File: src/rtl/output_layer_accum_pkg.sv
// Shared sizing defaults and FSM encoding for the output layer
// accumulator and the max selector that consumes its scores.
package output_layer_accum_pkg;

   localparam int NUM_CLASSES_DEF = 10;
   localparam int ACC_W_DEF       = 26;
   localparam int IN_W_DEF        = 16;
   localparam int CLASS_W         = 4;
   localparam int OUT_PORTS       = 10;

   typedef enum logic [1:0] {
      ST_IDLE  = 2'd0,
      ST_ACCUM = 2'd1,
      ST_DONE  = 2'd2
   } acc_state_t;

endpackage

File: src/rtl/output_layer_accum_acc_add.sv
// One class-score adder: sign-extend a term and add it to a score.
// Saturates when OUTPUT_ACC_SATURATE_EN is defined, wraps otherwise.
module acc_add
   import output_layer_accum_pkg::*;
#(
   parameter int ACC_W = ACC_W_DEF,
   parameter int IN_W  = IN_W_DEF
) (
   input  logic signed [ACC_W-1:0] acc,
   input  logic signed [IN_W-1:0]  term,
   output logic signed [ACC_W-1:0] sum
);

`ifdef OUTPUT_ACC_SATURATE_EN
   localparam logic [ACC_W-1:0] MAX_V =
      {1'b0, {(ACC_W-1){1'b1}}};
   localparam logic [ACC_W-1:0] MIN_V =
      {1'b1, {(ACC_W-1){1'b0}}};

   logic [ACC_W:0] wide;

   // one guard bit exposes overflow in either direction
   assign wide = {acc[ACC_W-1], acc}
               + {{(ACC_W+1-IN_W){term[IN_W-1]}}, term};

   always_comb begin
      sum = wide[ACC_W-1:0];
      if (wide[ACC_W] != wide[ACC_W-1])
         sum = wide[ACC_W] ? MIN_V : MAX_V;
   end
`else
   logic [ACC_W-1:0] ext;

   assign ext = {{(ACC_W-IN_W){term[IN_W-1]}}, term};
   assign sum = acc + ext;
`endif

endmodule

File: src/rtl/output_layer_accum.sv
// Accumulates per-class product terms of one image into class scores.
// Optional saturation of every add: define OUTPUT_ACC_SATURATE_EN.
module output_layer_accum
   import output_layer_accum_pkg::*;
#(
   parameter int NUM_CLASSES = NUM_CLASSES_DEF,
   parameter int ACC_W       = ACC_W_DEF,
   parameter int IN_W        = IN_W_DEF
) (
   input  logic                    clk,
   input  logic                    GlobalReset,
   input  logic                    In_valid,
   output logic                    In_ready,
   input  logic [CLASS_W-1:0]      In_class,
   input  logic signed [IN_W-1:0]  In_data,
   input  logic                    In_last,
   output logic signed [ACC_W-1:0] Out_0,
   output logic signed [ACC_W-1:0] Out_1,
   output logic signed [ACC_W-1:0] Out_2,
   output logic signed [ACC_W-1:0] Out_3,
   output logic signed [ACC_W-1:0] Out_4,
   output logic signed [ACC_W-1:0] Out_5,
   output logic signed [ACC_W-1:0] Out_6,
   output logic signed [ACC_W-1:0] Out_7,
   output logic signed [ACC_W-1:0] Out_8,
   output logic signed [ACC_W-1:0] Out_9,
   output logic                    Out_valid,
   output logic                    Err_class
);

   localparam int NC = (NUM_CLASSES < OUT_PORTS) ?
                       NUM_CLASSES : OUT_PORTS;

   acc_state_t state;
   logic       accept;
   logic       load;
   logic       bad_class;
   logic signed [ACC_W-1:0] out_r [OUT_PORTS];

   assign In_ready  = (state != ST_DONE) && !GlobalReset;
   assign accept    = In_valid && In_ready;
   assign load      = accept && In_last;
   assign bad_class = In_class > CLASS_W'(NC-1);

   for (genvar k = 0; k < OUT_PORTS; k++) begin : g_cls
      if (k < NC) begin : g_on
         logic signed [ACC_W-1:0] acc;
         logic signed [ACC_W-1:0] sum;
         logic signed [ACC_W-1:0] score;
         logic                    hit;

         assign hit = accept && (In_class == CLASS_W'(k));

         acc_add #(
            .ACC_W(ACC_W),
            .IN_W (IN_W)
         ) u_add (
            .acc (acc),
            .term(In_data),
            .sum (sum)
         );

         // the last term is folded into the score while the sum clears
         always_ff @(posedge clk) begin
            if (GlobalReset) begin
               acc   <= '0;
               score <= '0;
            end else if (load) begin
               acc   <= '0;
               score <= hit ? sum : acc;
            end else if (hit) begin
               acc   <= sum;
            end
         end

         assign out_r[k] = score;
      end else begin : g_off
         assign out_r[k] = '0;
      end
   end

   always_ff @(posedge clk) begin
      if (GlobalReset) begin
         state     <= ST_IDLE;
         Out_valid <= 1'b0;
         Err_class <= 1'b0;
      end else begin
         Out_valid <= load;
         if (accept && bad_class)
            Err_class <= 1'b1;
         case (state)
            ST_IDLE:
               if (accept)
                  state <= In_last ? ST_DONE : ST_ACCUM;
            ST_ACCUM:
               if (load)
                  state <= ST_DONE;
            ST_DONE:
               state <= ST_IDLE;
            default:
               state <= ST_IDLE;
         endcase
      end
   end

   assign Out_0 = out_r[0];
   assign Out_1 = out_r[1];
   assign Out_2 = out_r[2];
   assign Out_3 = out_r[3];
   assign Out_4 = out_r[4];
   assign Out_5 = out_r[5];
   assign Out_6 = out_r[6];
   assign Out_7 = out_r[7];
   assign Out_8 = out_r[8];
   assign Out_9 = out_r[9];

endmodule

File: config.mk
export PLATFORM = sky130hd
export DESIGN_NAME = output_layer_accum
export DESIGN_NICKNAME = d
export VERILOG_FILES = /design/src/rtl/output_layer_accum_pkg.sv /design/src/rtl/output_layer_accum_acc_add.sv /design/src/rtl/output_layer_accum.sv
export SDC_FILE = /design/constraint.sdc
export NUM_CORES = 2
export LEC_CHECK = 0
export ABC_AREA = 1
export CORE_UTILIZATION = 50
export DETAILED_ROUTE_END_ITERATION = 10
export GPL_TIMING_DRIVEN = 0
export PLACE_DENSITY = 0.73
export SYNTH_ARGS = -nofsm -noshare
export SYNTH_HDL_FRONTEND = slang
export SYNTH_HIERARCHICAL = 1
export SYNTH_SLANG_ARGS = --single-unit
File: constraint.sdc
create_clock -name clk -period 4.2 [get_ports clk]
set_clock_uncertainty 0.15 [all_clocks]
set_input_delay 0.63 -clock clk [delete_from_list [all_inputs] [get_ports clk]]
set_output_delay 0.63 -clock clk [all_outputs]
set_load 0.02 [all_outputs]
Word-level counts from Yosys, hierarchy flattened:

Index checks and enable logic that the tools add are counted.

* input bits: 24
* logic and storage cells: 80
* output and inout port bits: 263
* register bits: 524

* order comparisons: 1
* multiplexer cells: 14
* $add $sub $neg: 10
* reduce and logical (&&, ||, !) cells: 19
* eq/ne operators: 13

Operators with widths (count)
* 26-bit adder: 10
* 26-bit 2-to-1 mux: 10
* 4-bit by 3-bit == test with 1-bit output (second input constant): 4
* 1-bit logical AND: 14
* 4-bit by 2-bit == test with 1-bit output (second input constant): 2
* 4-bit == test (second input constant): 2
* 2-bit 2-to-1 mux: 3
* 2-bit != test (second input constant): 3
* 4-bit by 1-bit == test with 1-bit output (second input constant): 1
* 4-bit > comparator (second input constant): 1
* 4-bit zero test: 1
* 2-bit one-hot mux with 2 select lines: 1
* 2-bit by 1-bit == test with 1-bit output (second input constant): 1
* 2-bit zero test: 1
* 2-bit AND reduction: 1
* 2-bit OR reduction: 1
* 1-bit zero test: 1

Depth between registers and ports, before layout:

* word-level depth: 6
* gate-level depth with buffers: 16
* gate-level depth less buffers: 16

Cells and area by module:

Netlist, hierarchy kept.

By module, submodules not included
* output_layer_accum: times used 1, area an instance 20576.0 um^2, cells an instance 2835, sequential area each 10490.1 um^2
* acc_add at g_cls[0].g_on.u_add ...: times used 8, area an instance 1873.0 um^2, cells an instance 363, sequential area each 0.0 um^2
* acc_add at g_cls[8].g_on.u_add ...: times used 2, area an instance 1865.5 um^2, cells an instance 364, sequential area each 0.0 um^2

Worst setup path after synthesis:

Ideal clock, no wire load.

* kind: input -> register
* from: input In_data[0]
* to: register g_cls[7].g_on.score[14] (netlist: Out_7[14])
* data arrival time: 2053 ps
* path buffers: 0
* data required time: 3936 ps
* slack: 1884 ps
* library setup time: 114 ps
* cell stages on the path: 14
* path through: ha_1 -> inv_1 -> fa_1 -> inv_1 -> nand3_1 -> nand3_2 -> nand2_1 -> nand2_1 -> a21oi_1 -> xor2_1 -> inv_1 -> nand2_1 -> nand3_1 -> nand2_1

* longest elaborated chain between the ends: 2

Ends and longest elaborated chain
* from (decl): RTL line output_layer_accum.sv:15 `input logic signed [IN_W-1:0] In_data,`
* 26-bit adder: RTL line output_layer_accum_acc_add.sv:35 `assign sum = acc + ext;`
* via g_cls[7].g_on.sum[14]: RTL line output_layer_accum.sv:48 `logic signed [ACC_W-1:0] sum;`
* 26-bit 2-to-1 mux
* to (signal assigned): RTL line output_layer_accum.sv:70 `score <= hit ? sum : acc;`
* to (decl): RTL line output_layer_accum.sv:49 `logic signed [ACC_W-1:0] score;`

The timed path passes the listed nets, and every way through them passes these cells.
A chain may end at the register's enable or synchronous reset.

Final worst setup path:

* from: input In_data[0]
* to: register g_cls[0].g_on.score[24] (netlist: Out_0[24])

* longest elaborated chain between the ends: 2

Ends and longest elaborated chain (RTL line)
* 26-bit adder: output_layer_accum_acc_add.sv:35
* via g_cls[0].g_on.sum[24]: output_layer_accum.sv:48
* 26-bit 2-to-1 mux
* to (signal assigned): output_layer_accum.sv:70
* to (decl): output_layer_accum.sv:49

The timed path passes the listed nets, and every way through them passes these cells.

==> impl_metrics.yaml <==
power_and_ir_drop:
  p_int_mw: 8.648
  p_comb_share_pct: 13.4
  power.density_nw_per_um2: 265.3
  pwr-share-clk_pct: 44.8
  p_sw_share_pct: 28.33
  pwr-share-seq_pct: 41.8
  irDropWorstVdd_mv: 0.3423
  power.net_switching_mw: 3.418
  p_leak_nw: 23.99
worst_setup_path:
  critPathLaunchType: "input pin"
  crit_required_ns: 4.63
  endpoint_kind: "flip-flop"
  cpMostUsedCell: "nand2_1"
  worstPathMaxFanout: 10
  worstSetupPathType: "input pin to flip-flop"
  path_buf_inv: 4
  cp_data_arrival_time_ns: 4.05
  path_cells: "clkdlybuf4s50_1 -> ha_1 -> inv_1 -> fa_1 -> inv_1 -> nand3_1 -> nand3_2 -> nand2_1 -> nand2_1 -> nand3_1 -> nand3_1 -> nand2_1 -> nand2_1 -> inv_1 -> nand2_1 -> nand3_1 -> nand2_1"
  slowest_stage: "clkdlybuf4s50_1"
  crit_family: "buffers and inverters"
  slowest_delay_ns: 1.24
sta:
  max_freq_ghz: 0.2758
  slew_headroom_pct: -4.509
  worst_slew_pin_slew_ns: 1.563
  holdWs_ns: 0.2990
  period_needed_ns: 3.626
  period_share_pct: 86.32
  final-setup-viol-count: 0
  finalHoldViolations: 0
  rsz0062_at_grt: "false"
  slew_violations: 11
  setup_ws_ns: 0.5745
floorplanning:
  ios: 287
  coreArea_um2: 77590
  rows: 102
  start_util_pct: 50.64
  dieHeight_um: 282.3
  chipWidth_um: 282.3
  die_area_um2: 79710
logic_synthesis:
  synthTopCellsByCount: "nand2_1, inv_1, dfxtp_1"
  synth-main-ff-cell: "dfxtp_1"
  yosysMostFrequentCell: "nand2_1"
  yosys.area.top_type: "dfxtp_1"
  ys_ff_latch: 524
  synthCells: 6467
  yosysSeqAreaShare_pct: 26.70
  synth_cell_types: 30
  yosys-top-cells-area: "dfxtp_1, nand2_1, inv_1"
  syn_avg_cell_area_um2: 6.076
  synth_area_um2: 39290
  async_reset_ff_share_pct: 0
  syn-num-nets: 6751
  yosysWarningCount: 6
  netlist.area_leader.share_pct: 26.70
  synth_edf_count: 0
job:
  maxCapViolCount: 1
cells_and_area:
  num-fill-cells: 7863
  syn_to_final_growth_pct: 15.76
  multi_input_area_um2: 24260
  drive_gt1_share_pct: 6.922
  final-seq-area_um2: 10490
  fin_nets: 7098
status:
  violations: "capacitance limit, slew limit"
  status: "finished with violations"
route:
  viasPerCell: 5.028
  drc: 0
  drtPass1Iterations: 8
  first_iter_violations: 2807
  num_vias: 39730
  wl_per_cell_um: 15.63
  postRouteWirelength_mm: 123.5
  drtAntennaViolNets: 0
cts:
  cts_tree: "yes"
  clock-root-buffer: "clkbuf_16"
  cts_buffers: 57
  clk_latency_ns: 0.64
  post_cts_buffers: 0
  path_clk_slew_ns: 0.06
  cts_sinks: 524
  clockBufferDepth: 3
  cts_resized: 0
  ctsHoldBuffers: 0
  htreeDepth: 2
placement:
  dp_slack_ns: 0.02519
  gp_congestion: 1.008
  io_buffers: 286
  dp_hpwl_mm: 95.27
grt:
  grt_pass1_vias: 36660
  antenna_found_initial: 1
  grt_start_max_net_pins: 78
  grt.total_usage_pct: 30.54
  grt_pass1_wl_mm: 193.6
  overflow: 0
worst_hold_path:
  min_path_type: "flip-flop to flip-flop"
## power by group through the flow
stage | logic, mW | registers (mW) | clock network, mW
2_1_floorplan | 1.07 | 5.17 | 0
3_3_place_gp | 1.58 | 5.15 | 0
3_5_place_dp | 1.59 | 5.15 | 0
4_1_cts | 1.60 | 5.04 | 5.50
5_1_grt | 1.79 | 5.04 | 5.69
6_report | 1.62 | 5.04 | 5.41
## through the flow
stage	cells	instance area, um^2	utilization [%]	setup TNS [ns]	total power, mW
2_1_floorplan	6467	39290	-	0	6.237
3_3_place_gp	7793	43460	56.00	-699.74	6.734
3_5_place_dp	7794	43460	56.01	0	6.742
4_1_cts	7901	45450	58.58	0	12.14
5_1_grt	7902	45480	58.61	0	12.53
6_report	7903	45480	58.62	0	12.07
## final timing paths
| check | start | to | slack [ns] | depth (start not counted) |
|---|---|---|---|---|
| setup / recovery | In_data[0] | Out_0[24] | 0.57 | 17 |
| hold / removal | Out_6[19] | Out_6[19] | 0.30 | 2 |
| setup reg to reg | state[0] | Out_6[2] | 1.61 | 9 |
| hold reg to reg | Out_6[19] | Out_6[19] | 0.30 | 2 |
## cells by family (layout without fill, tap and decap cells)
family | count (synthesis) | in the layout | synth area share (%)
other | 0 | 1 | 0
adder cells (fa/ha/maj) | 260 | 260 | 8.471
AND/OR/NAND/NOR | 3861 | 3861 | 41.94
XOR/XNOR | 138 | 138 | 3.076
buffers and inverters | 1183 | 1578 | 11.56
AO/OA/AOI/OAI | 501 | 501 | 8.251
flip-flops | 524 | 524 | 26.70
## registers in the layout, indices dropped and copies added, names as in the netlist
register	flops
Err_class	1
Out_0	26
Out_1	26
Out_2	26
Out_3	26
Out_4	26
Out_5	26
Out_6	26
Out_7	26
Out_8	26
Out_9	26
Out_valid	1
g_cls.g_on.acc	260
state	2
## placed cells by master, fill, tap and decap left out, types with 8 or more instances in the layout
cell and n:
clkinv_2 12, nand2_1 2471, buf_4 12, clkdlybuf4s50_1 280, xnor2_1 50, buf_1 19, clkbuf_1 84, inv_1 1007
buf_2 51, nand4_1 78, a21oi_2 16, bufinv_16 8, clkbuf_16 60, o21ai_0 40, or2_1 10, nor3_2 30
nand3_1 463, a21oi_1 175, nor4_1 10, xor2_1 88, inv_2 24, o21bai_1 268, fa_1 10, nor2_2 60
nor2_1 498, nand3_2 21, nor2_4 26, ha_1 250, and2_1 50, nand3b_1 10, dfxtp_1 524, nand2_2 134
## cell type report
class	instances	share of cell area, %
tap	1040	2.861
multi-input combinational	4760	53.34
timing repair buffer	288	6.357
clock buffer	73	3.472
sequential	524	23.06
antenna	1	0.005502
inverter	1031	8.509
buffer	152	1.480
clock inverter	34	0.9161
## metal layers
metal	routed length [um]	global-route usage, %	share of wire, %	up-vias
met4	5220	12.24	4.2	0
li1	-	-	-	20660
met2	52580	47.94	43	1023
met5	0	0	0	-
met1	57930	41.68	47	17850
met3	7785	4.708	6.3	205
## worst register-to-register path: stages, from the launching register on
cell,delay [ns]
dfxtp_1,0.31
inv_1,0.07
nand2_1,0.06
nand3_2,0.08
nor2_2,0.07
nor2_4,0.41
buf_2,0.61
clkbuf_1,0.56
nand2_1,0.13
nand2_1,0.10
No activity file was read; power rests on OpenSTA's default activity.
